<file path="src/rtl/jtcps_timing_pkg.sv">
`default_nettype none
// ============================================================================
// Module      : jtcps_timing_pkg
// Description : Shared raster-timing constants (CPS1 default geometry) and
//               small helper functions used by the timing generator.
// Revision    : 1.0 - initial parametrised release
// ============================================================================
package jtcps_timing_pkg;

    // CPS1 raster geometry
    localparam int unsigned CPS1_H_TOTAL  = 512;
    localparam int unsigned CPS1_HB_END   = 64;
    localparam int unsigned CPS1_HB_START = 448;
    localparam int unsigned CPS1_HS_START = 474;
    localparam int unsigned CPS1_HS_END   = 506;
    localparam int unsigned CPS1_V_TOTAL  = 262;
    localparam int unsigned CPS1_VB_END   = 16;
    localparam int unsigned CPS1_VB_START = 240;
    localparam int unsigned CPS1_VS_START = 244;
    localparam int unsigned CPS1_VS_END   = 247;

    // (value + step) mod total. Only valid for value < total and
    // step < total, so a single conditional subtraction is enough.
    function automatic int unsigned mod_inc(
        input int unsigned value,
        input int unsigned total,
        input int unsigned step
    );
        int unsigned sum;
        sum = value + step;
        if (sum >= total) begin
            sum = sum - total;
        end
        return sum;
    endfunction

    // lo <= value < hi
    function automatic logic in_range(
        input int unsigned value,
        input int unsigned lo,
        input int unsigned hi
    );
        return (value >= lo) && (value < hi);
    endfunction

endpackage
`default_nettype wire

</file>
<file path="src/rtl/jtcps_vtiming_dly.sv">
`default_nettype none
// ============================================================================
// Module      : jtcps_vtiming_dly
// Description : DEPTH-stage shift register advanced on the pixel clock
//               enable. DEPTH=0 is a straight wire.
// Ports       : clk   - system clock
//               rst   - asynchronous active-high reset (clears all stages)
//               cen_i - shift enable
//               d_i   - serial input
//               q_o   - output of the last stage
// Revision    : 1.0 - initial release
// ============================================================================
module jtcps_vtiming_dly #(
    parameter int unsigned DEPTH = 4
) (
    input  logic clk,
    input  logic rst,
    input  logic cen_i,
    input  logic d_i,
    output logic q_o
);

    generate
        if (DEPTH == 0) begin : g_bypass
            logic unused_ok;
            assign unused_ok = &{1'b0, clk, rst, cen_i};
            assign q_o       = d_i;
        end else if (DEPTH == 1) begin : g_single
            logic pipe_q;
            always_ff @(posedge clk or posedge rst) begin
                if (rst) begin
                    pipe_q <= 1'b0;
                end else if (cen_i) begin
                    pipe_q <= d_i;
                end
            end
            assign q_o = pipe_q;
        end else begin : g_shift
            logic [DEPTH-1:0] pipe_q;
            always_ff @(posedge clk or posedge rst) begin
                if (rst) begin
                    pipe_q <= '0;
                end else if (cen_i) begin
                    pipe_q <= {pipe_q[DEPTH-2:0], d_i};
                end
            end
            assign q_o = pipe_q[DEPTH-1];
        end
    endgenerate

endmodule
`default_nettype wire

</file>
<file path="src/rtl/jtcps_vtiming.sv">
`default_nettype none
// ============================================================================
// Module      : jtcps_vtiming
// Description : Parametrised raster timing generator. Produces pixel/line
//               counters, render-ahead line numbers, sync/blank flags, a
//               per-line start pulse and delayed blanking. Defaults give
//               CPS1 timing.
// Ports       : clk, rst (async, active-high), cen (pixel enable)
//               hdump/vdump        - current pixel / line
//               vrender/vrender1   - line being rendered and the one after
//               start              - one-clk pulse when hdump becomes START_H
//               HS/VS/HB/VB        - sync and blank, active-high
//               preVB              - vrender lies in vertical blanking
//               LHBL_dly/LVBL_dly  - ~HB / ~VB delayed BLANK_DLY cen ticks
//               frame_cnt          - frame counter
// Revision    : 1.0 - initial parametrised release
// ============================================================================
module jtcps_vtiming
    import jtcps_timing_pkg::*;
#(
    parameter int unsigned HW        = 9,
    parameter int unsigned VW        = 9,
    parameter int unsigned H_TOTAL   = CPS1_H_TOTAL,
    parameter int unsigned HB_END    = CPS1_HB_END,
    parameter int unsigned HB_START  = CPS1_HB_START,
    parameter int unsigned HS_START  = CPS1_HS_START,
    parameter int unsigned HS_END    = CPS1_HS_END,
    parameter int unsigned V_TOTAL   = CPS1_V_TOTAL,
    parameter int unsigned VB_END    = CPS1_VB_END,
    parameter int unsigned VB_START  = CPS1_VB_START,
    parameter int unsigned VS_START  = CPS1_VS_START,
    parameter int unsigned VS_END    = CPS1_VS_END,
    parameter int unsigned LOOKAHEAD = 1,
    parameter int unsigned START_H   = 0,
    parameter int unsigned BLANK_DLY = 4
) (
    input  logic          clk,
    input  logic          rst,
    input  logic          cen,
    output logic [HW-1:0] hdump,
    output logic [VW-1:0] vdump,
    output logic [VW-1:0] vrender,
    output logic [VW-1:0] vrender1,
    output logic          start,
    output logic          HS,
    output logic          VS,
    output logic          HB,
    output logic          VB,
    output logic          preVB,
    output logic          LHBL_dly,
    output logic          LVBL_dly,
    output logic [7:0]    frame_cnt
);

    localparam logic [HW-1:0] c_H_LAST  = HW'(H_TOTAL - 1);
    localparam logic [VW-1:0] c_V_LAST  = VW'(V_TOTAL - 1);
    localparam logic [HW-1:0] c_START_H = HW'(START_H);
    localparam logic [VW-1:0] c_VR0     = VW'(mod_inc(0, V_TOTAL, LOOKAHEAD));
    localparam logic [VW-1:0] c_VR1     = VW'(mod_inc(0, V_TOTAL, LOOKAHEAD + 1));
    localparam logic          c_PREVB0  = !in_range(mod_inc(0, V_TOTAL, LOOKAHEAD),
                                                    VB_END, VB_START);

    // ------------------------------------------------------------------
    // Elaboration-time geometry checks
    // ------------------------------------------------------------------
`ifdef SIMULATION
    generate
        if (!(HB_END < HB_START && HB_START <= HS_START && HS_START < HS_END &&
              HS_END <= H_TOTAL && START_H < H_TOTAL)) begin : g_chk_hgeom
            $error("jtcps_vtiming: horizontal geometry parameters out of order");
        end
        if (!(VB_END < VB_START && VB_START <= VS_START && VS_START < VS_END &&
              VS_END <= V_TOTAL)) begin : g_chk_vgeom
            $error("jtcps_vtiming: vertical geometry parameters out of order");
        end
        if (LOOKAHEAD < 1 || LOOKAHEAD > 4) begin : g_chk_look
            $error("jtcps_vtiming: LOOKAHEAD must be 1..4");
        end
        if (BLANK_DLY > 15) begin : g_chk_dly
            $error("jtcps_vtiming: BLANK_DLY must be 0..15");
        end
        if (H_TOTAL > (1 << HW) || V_TOTAL > (1 << VW)) begin : g_chk_width
            $error("jtcps_vtiming: counter width too small for raster size");
        end
    endgenerate
`endif

    // ------------------------------------------------------------------
    // State
    // ------------------------------------------------------------------
    logic [HW-1:0] hdump_q,    hdump_d;
    logic [VW-1:0] vdump_q,    vdump_d;
    logic [VW-1:0] vrender_q,  vrender_d;
    logic [VW-1:0] vrender1_q, vrender1_d;
    logic [7:0]    frame_q,    frame_d;
    logic          hb_q, hb_d, hs_q, hs_d;
    logic          vb_q, vb_d, vs_q, vs_d;
    logic          prevb_q, prevb_d;
    logic          start_q, start_d;
    logic          h_wrap, v_wrap;

    // Every flag is decoded from the *next* counter value so it lands in
    // the same clk as the counter it describes.
    always_comb begin
        h_wrap     = cen && (hdump_q == c_H_LAST);
        v_wrap     = h_wrap && (vdump_q == c_V_LAST);

        hdump_d    = hdump_q;
        vdump_d    = vdump_q;
        vrender_d  = vrender_q;
        vrender1_d = vrender1_q;
        frame_d    = frame_q;
        hb_d       = hb_q;
        hs_d       = hs_q;
        vb_d       = vb_q;
        vs_d       = vs_q;
        prevb_d    = prevb_q;

        if (cen) begin
            hdump_d = h_wrap ? '0 : hdump_q + 1'b1;
            hb_d    = !in_range(32'(hdump_d), HB_END, HB_START);
            hs_d    =  in_range(32'(hdump_d), HS_START, HS_END);
        end

        // Vertical state only moves on the line wrap.
        if (h_wrap) begin
            vdump_d    = v_wrap ? '0 : vdump_q + 1'b1;
            vrender_d  = VW'(mod_inc(32'(vrender_q),  V_TOTAL, 1));
            vrender1_d = VW'(mod_inc(32'(vrender1_q), V_TOTAL, 1));
            vb_d       = !in_range(32'(vdump_d), VB_END, VB_START);
            vs_d       =  in_range(32'(vdump_d), VS_START, VS_END);
            prevb_d    = !in_range(32'(vrender_d), VB_END, VB_START);
        end

        if (v_wrap) begin
            frame_d = frame_q + 8'd1;
        end

        // Only a cen tick that lands on START_H produces a pulse, so the
        // reset value of hdump never triggers one.
        start_d = cen && (hdump_d == c_START_H);
    end

    always_ff @(posedge clk or posedge rst) begin
        if (rst) begin
            hdump_q    <= '0;
            vdump_q    <= '0;
            vrender_q  <= c_VR0;
            vrender1_q <= c_VR1;
            frame_q    <= 8'd0;
            hb_q       <= 1'b1;
            hs_q       <= 1'b0;
            vb_q       <= 1'b1;
            vs_q       <= 1'b0;
            prevb_q    <= c_PREVB0;
            start_q    <= 1'b0;
        end else begin
            hdump_q    <= hdump_d;
            vdump_q    <= vdump_d;
            vrender_q  <= vrender_d;
            vrender1_q <= vrender1_d;
            frame_q    <= frame_d;
            hb_q       <= hb_d;
            hs_q       <= hs_d;
            vb_q       <= vb_d;
            vs_q       <= vs_d;
            prevb_q    <= prevb_d;
            start_q    <= start_d;
        end
    end

    // ------------------------------------------------------------------
    // Delayed blanking
    // ------------------------------------------------------------------
    jtcps_vtiming_dly #(.DEPTH(BLANK_DLY)) u_lhbl_dly (
        .clk   (clk),
        .rst   (rst),
        .cen_i (cen),
        .d_i   (!hb_q),
        .q_o   (LHBL_dly)
    );

    jtcps_vtiming_dly #(.DEPTH(BLANK_DLY)) u_lvbl_dly (
        .clk   (clk),
        .rst   (rst),
        .cen_i (cen),
        .d_i   (!vb_q),
        .q_o   (LVBL_dly)
    );

    assign hdump     = hdump_q;
    assign vdump     = vdump_q;
    assign vrender   = vrender_q;
    assign vrender1  = vrender1_q;
    assign frame_cnt = frame_q;
    assign start     = start_q;
    assign HB        = hb_q;
    assign HS        = hs_q;
    assign VB        = vb_q;
    assign VS        = vs_q;
    assign preVB     = prevb_q;

endmodule
`default_nettype wire

</file>
<file path="config.mk">
export PLATFORM = sky130hd
export DESIGN_NAME = jtcps_vtiming
export DESIGN_NICKNAME = d
export VERILOG_FILES = /design/src/rtl/jtcps_timing_pkg.sv /design/src/rtl/jtcps_vtiming_dly.sv /design/src/rtl/jtcps_vtiming.sv
export SDC_FILE = /design/constraint.sdc
export NUM_CORES = 1
export LEC_CHECK = 0
export BUFFER_PORTS_ARGS = -buffer_cell sky130_fd_sc_hd__buf_2
export CAP_MARGIN = 10
export CORE_MARGIN = 4
export CORE_UTILIZATION = 46
export CTS_BUF_LIST = sky130_fd_sc_hd__clkbuf_16
export CTS_CLUSTER_DIAMETER = 120
export DETAILED_ROUTE_END_ITERATION = 10
export GPL_TIMING_DRIVEN = 0
export MAX_ROUTING_LAYER = met4
export PLACE_DENSITY_LB_ADDON = 0.12
export SLEW_MARGIN = 20
export SYNTH_ARGS = -nofsm -noshare
export SYNTH_HDL_FRONTEND = slang
export SYNTH_SLANG_ARGS = --single-unit
</file>
<file path="constraint.sdc">
create_clock -name clk -period 3.47 [get_ports clk]
set_clock_uncertainty 0.05 [all_clocks]
set_input_delay 0.694 -clock clk [delete_from_list [all_inputs] [get_ports clk]]
set_output_delay 0.694 -clock clk [all_outputs]
set_load 0.005 [all_outputs]
</file>
==> reports/qor.yml, run 1 <==
drt:
  avgViaCountPerCell: 5.55
  top_layer: "met4"
  detail_route.first_pass.iterations: 4
  vias: 3282
  wl_met1_um: 4060
  drt_iter0_markers: 135
  wl_met2_um: 4120
  routed_wl_um: 8640
  antenna_left: 0
  detail_route.wl_per_cell_um: 14.6
  drc_errors: 0
  wl_met3_um: 397
yosys:
  syn_avg_cell_area_sq_um: 8.95
  synthTopCellsByArea: "dfrtp_1 35%, xnor2_1 6.8%, nand2_1 5.1%, ha_1 3.7%, o21ai_0 3.6%"
  synthArstFlopShare_pct: 100
  syn-instance-count: 418
  synth_warnings: 0
  ys_ff_latch: 58
  ys.flop_type: "dfrtp_1"
  synth_largest_area_cell: "dfrtp_1"
  synth_seq_area_share_pct: 39.0
  synth.most_common_cell: "dfrtp_1"
  netlist-cell-type-count: 65
  netlist_top_cells_count: "53 x dfrtp_1, 51 x nand2_1, 29 x xnor2_1"
  synth_area_sq_um: 3740
  yosysTopAreaCellShare_pct: 35.4
  synth_edf_count: 0
  synth_fp_nets: 432
worst_setup_path:
  cp_max_fo: 10
  setup.worst_path.start_class: "flip-flop"
  cp.arrival_ps: 3260
  critPathCaptureType: "flip-flop"
  path_class: "reg -> reg"
  cp.required_ps: 3640
clocking:
  cts_root_buf: "clkbuf_16"
  cts_sinks: 58
  clock_path_buffers: 2
  cts_setup_buffers: 0
  hold_buffers: 0
  clk_pin_slew_worst_paths_ps: 50
  htreeDepth: 3
  ctsResizeCount: 0
  numCtsBuffers: 9
  cts_tree: "yes"
  insertion_delay_ps: 320
final_layout:
  fin_cells: 591
  utilization_pct: 56.6
  drive_above_1_share_pct: 21.7
  insertedDiodeCount: 0
  area_growth_pct: 18.0
  fillers: 734
  finalNetCount: 498
  final_cell_area_sq_um: 4420
placed_design:
  placed_cell_area_sq_um: 4160
  dp_hpwl_um: 6110
  io_buffers: 54
  dp_cells: 575
  gp_congestion: 0.870
  dp_slack_ps: 470
global_routing:
  grt_pass1_vias: 3242
  grt_pass1_wl_um: 15100
  grt_max_degree: 40
  grt_antenna_before_repair: 0
  track_usage_pct: 19.3
  grt-ovfl-total: 0
die:
  die_w_um: 98.2
  dieArea_sq_um: 9640
  initial_core_util_pct: 47.9
  core_sq_um: 7810
  row_count: 32
  die_h_um: 98.2
  boundaryPins: 55
power_and_ir_drop:
  ir_drop_mv: 0.305
  leakage_nw: 2.08
  cellPowerDensity_nw_per_um2: 420
sta:
  rsz0062_at_grt: "false"
  setup_viol: 0
  tightest_slew_ps: 535
  fmax_mhz: 324
  relSlewSlack_pct: 64.4
  final_hold_viol_count: 0
  finalCritPeriodShare_pct: 88.9
  drv_slew: 0
  post-route-min-period_ps: 3080
  tns_ps: 0
  setup_slack_ps: 386
outcome:
  status: "finished, final reports clean"
min_path:
  min_path_type: "in -> async"
flow_run:
  drv_cap: 0
-- state kept, by name, indices dropped and copies added, names as in the netlist, 4 cells and up --
register	flops
u_lvbl_dly.g_shift.pipe_q	4
vrender	9
vdump	9
vrender1	9
hdump	9
frame_cnt	8
u_lhbl_dly.g_shift.pipe_q	4
-- worst max-delay path, stage by stage, from the launching register on --
cell      delay, ps
dfrtp_1         440
ha_1            300
and3_1          270
and3_1          190
ha_1            150
clkbuf_1        320
nand2b_1        320
nor2_1           80
a22o_1          210
or4_1           490
nor3_1          170
-- power breakdown --
part           switching, mW  internal, mW  total (mW)
combinational          0.173         0.137       0.310
sequential            0.0487         0.740       0.789
clock                  0.289         0.466       0.755
-- final cells by class --
cell class	instances	area, sq um	area share (%)
Buffer	28	143	3.23
Clock buffer	9	225	5.10
Clock inverter	7	28.8	0.652
Inverter	16	62.6	1.42
Multi-Input combinational cell	316	2080	47.1
Sequential cell	58	1460	33.0
Tap cell	102	128	2.89
Timing Repair Buffer	55	290	6.57
-- cell families (layout without fill, tap and decap cells) --
family / Yosys count / after routing / share of synthesized area (%)
AO/OA/AOI/OAI: 85 / 85 / 15.3
XOR/XNOR: 42 / 42 / 9.83
adder cells (fa/ha/maj): 11 / 11 / 3.68
buffers and inverters: 44 / 115 / 5.42
flip-flops: 58 / 58 / 39.0
multiplexers: 14 / 14 / 3.98
AND/OR/NAND/NOR: 164 / 164 / 22.8
-- routing by layer --
layer | vias to the layer above | GRT usage (%)
met2 | 81 | 30.5
met3 | 6 | 4.21
li1 | 1604 | -
met1 | 1591 | 24.9
met4 | 0 | 5.67
met5 | - | -
-- cells in the final DEF, fill, tap and decap left out, types with 5 or more instances in the layout --
master and instances:
nand4_1 5, ha_1 11, clkbuf_16 9, nor2_1 26, dfrtp_1 53, nand3_1 20, dfstp_2 5, inv_1 17
mux2i_1 7, xnor2_1 29, a21oi_1 17, xor2_1 13, and3_1 10, nand2_1 51, buf_2 60, o21ai_0 27
o22ai_1 7, nor3_1 14, mux2_2 7, clkbuf_1 15
-- metrics by stage --
stage | hold slack [ps] | power (mW)
finish | 270 | 1.85
global route | 281 | 1.96
floorplan | 418 | 1.00
global placement | 409 | 1.09
CTS | 270 | 1.87
detailed placement | 427 | 1.11
-- path summary, 6_finish.rpt --
path / startpoint / end / depth (start not counted) / slack [ps]
max: hdump[0]$_DFF_PP0_ / start$_DFF_PP0_ / 10 / 390
min: rst / frame_cnt[0]$_DFFE_PP0P_ / 2 / 270
max reg2reg: hdump[0]$_DFF_PP0_ / start$_DFF_PP0_ / 10 / 390
min reg2reg: frame_cnt[7]$_DFFE_PP0P_ / frame_cnt[7]$_DFFE_PP0P_ / 1 / 420
max in group asynchronous: rst / vrender1[1]$_DFFE_PP1P_ / 3 / 2560
min in group clk: frame_cnt[7]$_DFFE_PP0P_ / frame_cnt[7]$_DFFE_PP0P_ / 1 / 420
Power figures use the tool's default switching activity.
==> run 2, diff against run 1 <==
--- a/config.mk
+++ b/config.mk
@@ -14,7 +14,7 @@
 export DETAILED_ROUTE_END_ITERATION = 10
 export GPL_TIMING_DRIVEN = 0
 export MAX_ROUTING_LAYER = met4
-export PLACE_DENSITY_LB_ADDON = 0.12
+export PLACE_DENSITY = 0.71
 export SLEW_MARGIN = 20
 export SYNTH_ARGS = -nofsm -noshare
 export SYNTH_HDL_FRONTEND = slang
==> run 2 against run 1 <==
Net effect: clock power up 2%; register-to-register slack better by 30 ps; setup slack better by 25 ps; non-clock buffer count unchanged; clock-buffer cell count unchanged; combinational power about the same; via count up 1.9%; largest cell class unchanged.
==> reports/qor.yml, run 2 (synthesized netlist as in run 1, its figures left out) <==
sta:
  fmax_mhz: 327  # +0.83%
  post-route-min-period_ps: 3060  # -25.5 ps
  finalCritPeriodShare_pct: 88.2  # -0.73 points
  setup_viol: 0  # unchanged
  finalHoldWorstSlack_ps: 281  # +11.9 ps
  relSlewSlack_pct: 61.8  # -2.5 points
  tns_ps: 0  # unchanged
  rsz0062_at_grt: "false"
  drv_slew: 0  # unchanged
  final_hold_viol_count: 0  # unchanged
  tightest_slew_ps: 573  # +37.9 ps
clocking:
  cts_setup_buffers: 0  # unchanged
  cts_tree: "yes"
  htreeDepth: 3  # unchanged
  numCtsBuffers: 9  # unchanged
  cts_root_buf: "clkbuf_16"
  clk_pin_slew_worst_paths_ps: 60  # about the same
  clock_path_buffers: 2  # unchanged
  ctsResizeCount: 0  # unchanged
  hold_buffers: 0  # unchanged
  cts_sinks: 58  # unchanged
  insertion_delay_ps: 320  # about the same
worst_setup_path:
  cp_max_fo: 10  # unchanged
  critical-path-max-stage-delay_ps: 510  # +20 ps
  worstPathCellList: "ha_1, and3_1, and3_1, ha_1, clkbuf_1, nand2b_1, nor2_1, a22o_1, or4_1, nor3_1"
  path_depth: 10  # unchanged
  reg2reg_depth: 10  # unchanged
  path_class: "reg -> reg"
  r2r_setup_slack_ps: 410  # +30 ps
  critical-path-top-delay-family: "simple AND/OR/NAND/NOR gates"
  worstSetupEndpoint: "start$_DFF_PP0_"
  critPathCaptureType: "flip-flop"
  cp.arrival_ps: 3250  # about the same
  cp.required_ps: 3660  # +20 ps
  worst-path-buf-inv: 1  # unchanged
  critPathSlowestCell: "or4_1"
  setup.worst_path.start_class: "flip-flop"
  worst_r2r_endpoint: "start$_DFF_PP0_"
  startpoint: "hdump[0]$_DFF_PP0_"
  r2r_start: "hdump[0]$_DFF_PP0_"
placed_design:
  io_buffers: 54  # unchanged
  gp_congestion: 0.900  # +3.5%
  dp_hpwl_um: 6430  # +5.2%
  dp_cells: 575  # unchanged
power_and_ir_drop:
  leakage_nw: 2.07  # -0.20%
  switchingPower_mw: 0.518  # +1.4%
  finalPower_mw: 1.87  # +0.70%
  p_sw_share_pct: 27.7  # +0.19 points
  ir_drop_mv: 0.331  # +8.4%
  power_frac_clock_pct: 41.1  # +0.4 points
  comb_power_share_pct: 16.5  # -0.2 points
  seqPwrFrac_pct: 42.4  # -0.2 points
  cellPowerDensity_nw_per_um2: 422  # +0.51%
  p_int_mw: 1.35  # +0.44%
final_layout:
  layout_common_cells: "60 x buf_2, 53 x dfrtp_1, 51 x nand2_1"
  fillers: 724  # -1.4%
  regArea_sq_um: 1460  # unchanged
  fin_cells: 591  # unchanged
  finalNetCount: 498  # unchanged
  mostFrequentLayoutCell: "buf_2"
  multi_input_area_sq_um: 2080  # unchanged
  insertedDiodeCount: 0  # unchanged
  drive_above_1_share_pct: 22.3  # +0.61 points
  utilization_pct: 56.7  # +0.11 points
  area_growth_pct: 18.3
drt:
  routed_wl_um: 8890  # +2.9%
  detail_route.first_pass.iterations: 4  # unchanged
  vias: 3345  # +1.9%
  detail_route.wl_per_cell_um: 15.0  # +2.9%
  antenna_left: 0  # unchanged
  drc_errors: 0  # unchanged
  drt_iter0_markers: 247  # +83%
  avgViaCountPerCell: 5.66  # +1.9%
flow_run:
  drv_cap: 0  # unchanged
die:
  row_count: 32  # unchanged
  dieArea_sq_um: 9640  # unchanged
  initial_core_util_pct: 47.9  # unchanged
  die_w_um: 98.2  # unchanged
  boundaryPins: 55  # unchanged
  die_h_um: 98.2  # unchanged
  core_sq_um: 7810  # unchanged
global_routing:
  track_usage_pct: 19.2  # -0.11 points
  grt_pass1_vias: 3279  # +1.1%
  grt_antenna_before_repair: 0  # unchanged
  grt-ovfl-total: 0  # unchanged
  grt_max_degree: 37  # -7.5%
  grt_pass1_wl_um: 15000  # -0.60%
min_path:
  min_path_type: "in -> async"
outcome:
  status: "finished, final reports clean"
[run 2: cell types whose count changed in the layout (fill, tap and decap cells not counted)]
cell / previous run / this run
clkinv_1: 3 / 1
clkinvlp_4: 0 / 2
clkinv_2: 2 / 3
inv_1: 17 / 16
[run 2: worst min-delay path by stage]
stage                                         from                        to  slack [ps]
final                                          rst        hdump[1]$_DFF_PP0_         280
after detailed placement  frame_cnt[7]$_DFFE_PP0P_  frame_cnt[7]$_DFFE_PP0P_         420
after global routing                           rst        hdump[1]$_DFF_PP0_         310
after floorplan           frame_cnt[7]$_DFFE_PP0P_  frame_cnt[7]$_DFFE_PP0P_         420
after CTS                                      rst        hdump[1]$_DFF_PP0_         280
after global placement    frame_cnt[7]$_DFFE_PP0P_  frame_cnt[7]$_DFFE_PP0P_         410
[run 2: final cells by class]
type	count	share of cell area, %
timing repair buffer	55	6.56
buffer	28	3.22
tap	102	2.88
multi-input combinational	316	47.0
clock inverter	7	0.848
sequential	58	32.9
inverter	16	1.41
clock buffer	9	5.09
[run 2: layer usage]
layer  up-vias  GRT usage, %  share of wire (%)
met5         -             -                  0
li1       1610             -                  -
met4         0          6.83                1.2
met3        13          3.07                5.0
met1      1617          23.6                 44
met2       105          31.9                 50
[run 2: power groups by stage]
stage               clock network (mW)  registers [mW]  logic, mW
finish                           0.768           0.791      0.308
global route                     0.816           0.799      0.344
CTS                              0.782           0.789      0.308
detailed placement                   0           0.798      0.308
global placement                     0           0.797      0.295
floorplan                            0           0.795      0.207
[run 2: worst reg2reg max path, stage by stage, from the launching register on]
cell      delay [ps]
dfrtp_1          420
ha_1             290
and3_1           250
and3_1           200
ha_1             160
clkbuf_1         330
nand2b_1         340
nor2_1            70
a22o_1           210
or4_1            510
nor3_1           150
[run 2: through the flow]
stage	cell area, sq um	setup WS [ps]
2_1_floorplan	3740	883
3_3_place_gp	4140	483
3_5_place_dp	4160	449
4_1_cts	4430	417
5_1_grt	4430	186
6_report	4430	411
==> run 3, diff against run 2 <==
--- a/config.mk
+++ b/config.mk
@@ -8,13 +8,12 @@
 export BUFFER_PORTS_ARGS = -buffer_cell sky130_fd_sc_hd__buf_2
 export CAP_MARGIN = 10
 export CORE_MARGIN = 4
-export CORE_UTILIZATION = 46
+export CORE_UTILIZATION = 58
 export CTS_BUF_LIST = sky130_fd_sc_hd__clkbuf_16
 export CTS_CLUSTER_DIAMETER = 120
 export DETAILED_ROUTE_END_ITERATION = 10
-export GPL_TIMING_DRIVEN = 0
 export MAX_ROUTING_LAYER = met4
-export PLACE_DENSITY = 0.71
+export PLACE_DENSITY = 0.87
 export SLEW_MARGIN = 20
 export SYNTH_ARGS = -nofsm -noshare
 export SYNTH_HDL_FRONTEND = slang
==> run 3 against run 2 <==
Net effect: routed wire length down 4.1%; die area shrank 19%; sequential share of layout area rose by 1.1 points.
==> reports/qor.yml, run 3 (synthesized netlist as in run 1, its figures left out) <==
placed_design:
  dp_slack_ps: 585  # +136 ps
  gp_congestion: 0.978  # +8.7%
  dp_hpwl_um: 5890  # -8.3%
  dp_cells: 525  # -8.7%
  io_buffers: 54  # unchanged
power_and_ir_drop:
  comb_power_share_pct: 14.7  # -1.8 points
  p_sw_share_pct: 27.4  # -0.36 points
  switchingPower_mw: 0.534  # +3.1%
  finalPower_mw: 1.95  # +4.4%
  power_frac_clock_pct: 43.4  # +2.3 points
  p_int_mw: 1.42  # +4.9%
  cellPowerDensity_nw_per_um2: 455  # +7.9%
  seqPwrFrac_pct: 41.9  # -0.5 points
  ir_drop_mv: 0.403  # +22%
  leakage_nw: 2.01  # -3.2%
drt:
  antenna_left: 0  # unchanged
  drt_iter0_markers: 217  # -12%
  detail_route.first_pass.iterations: 4  # unchanged
  avgViaCountPerCell: 5.97  # +5.5%
  vias: 3229  # -3.5%
  detail_route.wl_per_cell_um: 15.7  # +4.7%
  drc_errors: 0  # unchanged
  routed_wl_um: 8520  # -4.1%
sta:
  final_hold_viol_count: 0  # unchanged
  setup_viol: 0  # unchanged
  tightest_slew_ps: 495  # -77.6 ps
  drv_slew: 0  # unchanged
  finalHoldWorstSlack_ps: 248  # -33.1 ps
  tns_ps: 0  # unchanged
  rsz0062_at_grt: "false"
  relSlewSlack_pct: 66.9  # +5.1 points
  post-route-min-period_ps: 3010  # -44.0 ps
  finalCritPeriodShare_pct: 86.9  # -1.3 points
  fmax_mhz: 332  # +1.5%
  setup_slack_ps: 455  # +44.0 ps
global_routing:
  track_usage_pct: 24.2  # +5.1 points
  grt-ovfl-total: 0  # unchanged
  grt_antenna_before_repair: 0  # unchanged
  grt_pass1_vias: 3032  # -7.5%
  grt_pass1_wl_um: 14300  # -4.6%
  grt_max_degree: 30  # -19%
die:
  row_count: 29  # -9.4%
  core_sq_um: 6310  # -19%
  dieArea_sq_um: 7800  # -19%
  die_w_um: 88.3  # -10%
  boundaryPins: 55  # unchanged
  die_h_um: 88.3  # -10%
  initial_core_util_pct: 59.3  # +11 points
worst_setup_path:
  path_class: "reg -> reg"
  cp_max_fo: 11  # +1
  worst_r2r_endpoint: "start$_DFF_PP0_"
  cp.arrival_ps: 3190  # -60 ps
  critPathCaptureType: "flip-flop"
  cp.required_ps: 3650  # about the same
  setup.worst_path.start_class: "flip-flop"
  reg2reg_depth: 9  # -1
  r2r_setup_slack_ps: 460  # +40 ps
  r2r_start: "hdump[0]$_DFF_PP0_"
clocking:
  htreeDepth: 3  # unchanged
  cts_tree: "yes"
  ctsResizeCount: 0  # unchanged
  clk_pin_slew_worst_paths_ps: 50  # about the same
  hold_buffers: 0  # unchanged
  cts_setup_buffers: 0  # unchanged
  clock_path_buffers: 2  # unchanged
  insertion_delay_ps: 330  # about the same
  cts_root_buf: "clkbuf_16"
  numCtsBuffers: 9  # unchanged
  cts_sinks: 58  # unchanged
min_path:
  min_path_type: "in -> async"
final_layout:
  area_growth_pct: 14.4
  drive_above_1_share_pct: 21.6  # -0.74 points
  finalNetCount: 473  # -5.0%
  insertedDiodeCount: 0  # unchanged
  fin_cells: 541  # -8.5%
  mostFrequentLayoutCell: "buf_2"
  layout_common_cells: "54 x buf_2, 53 x dfrtp_1, 51 x nand2_1"
flow_run:
  drv_cap: 0  # unchanged
outcome:
  status: "finished, final reports clean"
[run 3: area by class of cell]
cell class                      count  area [sq um]
Timing Repair Buffer               58           300
Clock inverter                      7          61.3
Clock buffer                        9           225
Sequential cell                    58          1460
Multi-Input combinational cell    316          2080
Inverter                           16          60.1
Tap cell                           77          96.3
Fill cell                         490          2030
[run 3: power by group through the flow]
stage / logic, mW / registers [mW] / clock network (mW)
2_1_floorplan: 0.207 / 0.795 / 0
3_3_place_gp: 0.269 / 0.817 / 0
3_5_place_dp: 0.281 / 0.823 / 0
4_1_cts: 0.288 / 0.813 / 0.858
5_1_grt: 0.321 / 0.827 / 0.886
6_report: 0.287 / 0.817 / 0.846
[run 3: worst max-delay path: stages (launching register included)]
cell and delay, ps:
dfrtp_1 440, ha_1 290, and3_1 250, and3_1 170
ha_1 350, nand2b_1 300, nor2_1 90, a22o_1 220
or4_1 550, nor3_1 210
[run 3: worst max path at each step]
stage,from,end,slack (ps),cells past startpoint
3_5_place_dp,vrender[0]$_DFFE_PP1P_,preVB$_DFFE_PP1P_,580,10
6_report,hdump[0]$_DFF_PP0_,start$_DFF_PP0_,460,9
2_1_floorplan,hdump[0]$_DFF_PP0_,start$_DFF_PP0_,880,10
3_3_place_gp,vrender[0]$_DFFE_PP1P_,preVB$_DFFE_PP1P_,720,10
5_1_grt,hdump[0]$_DFF_PP0_,start$_DFF_PP0_,190,9
4_1_cts,hdump[0]$_DFF_PP0_,start$_DFF_PP0_,500,9
[run 3: per-layer routing]
layer | up-vias | GRT usage, % | routed length [um] | part of all wire (%)
met3 | 25 | 5.49 | 421 | 4.9
met4 | 0 | 12.0 | 219 | 2.6
met2 | 94 | 36.2 | 4130 | 48
met1 | 1553 | 31.0 | 3750 | 44
met5 | - | - | 0 | 0
li1 | 1557 | - | - | -
[run 3: metrics by stage]
step / util, % / cell area, sq um
final: 67.8 / 4280
after global routing: 67.8 / 4280
after floorplan: - / 3740
after global placement: 63.3 / 4000
after CTS: 67.8 / 4280
after detailed placement: 63.3 / 4000
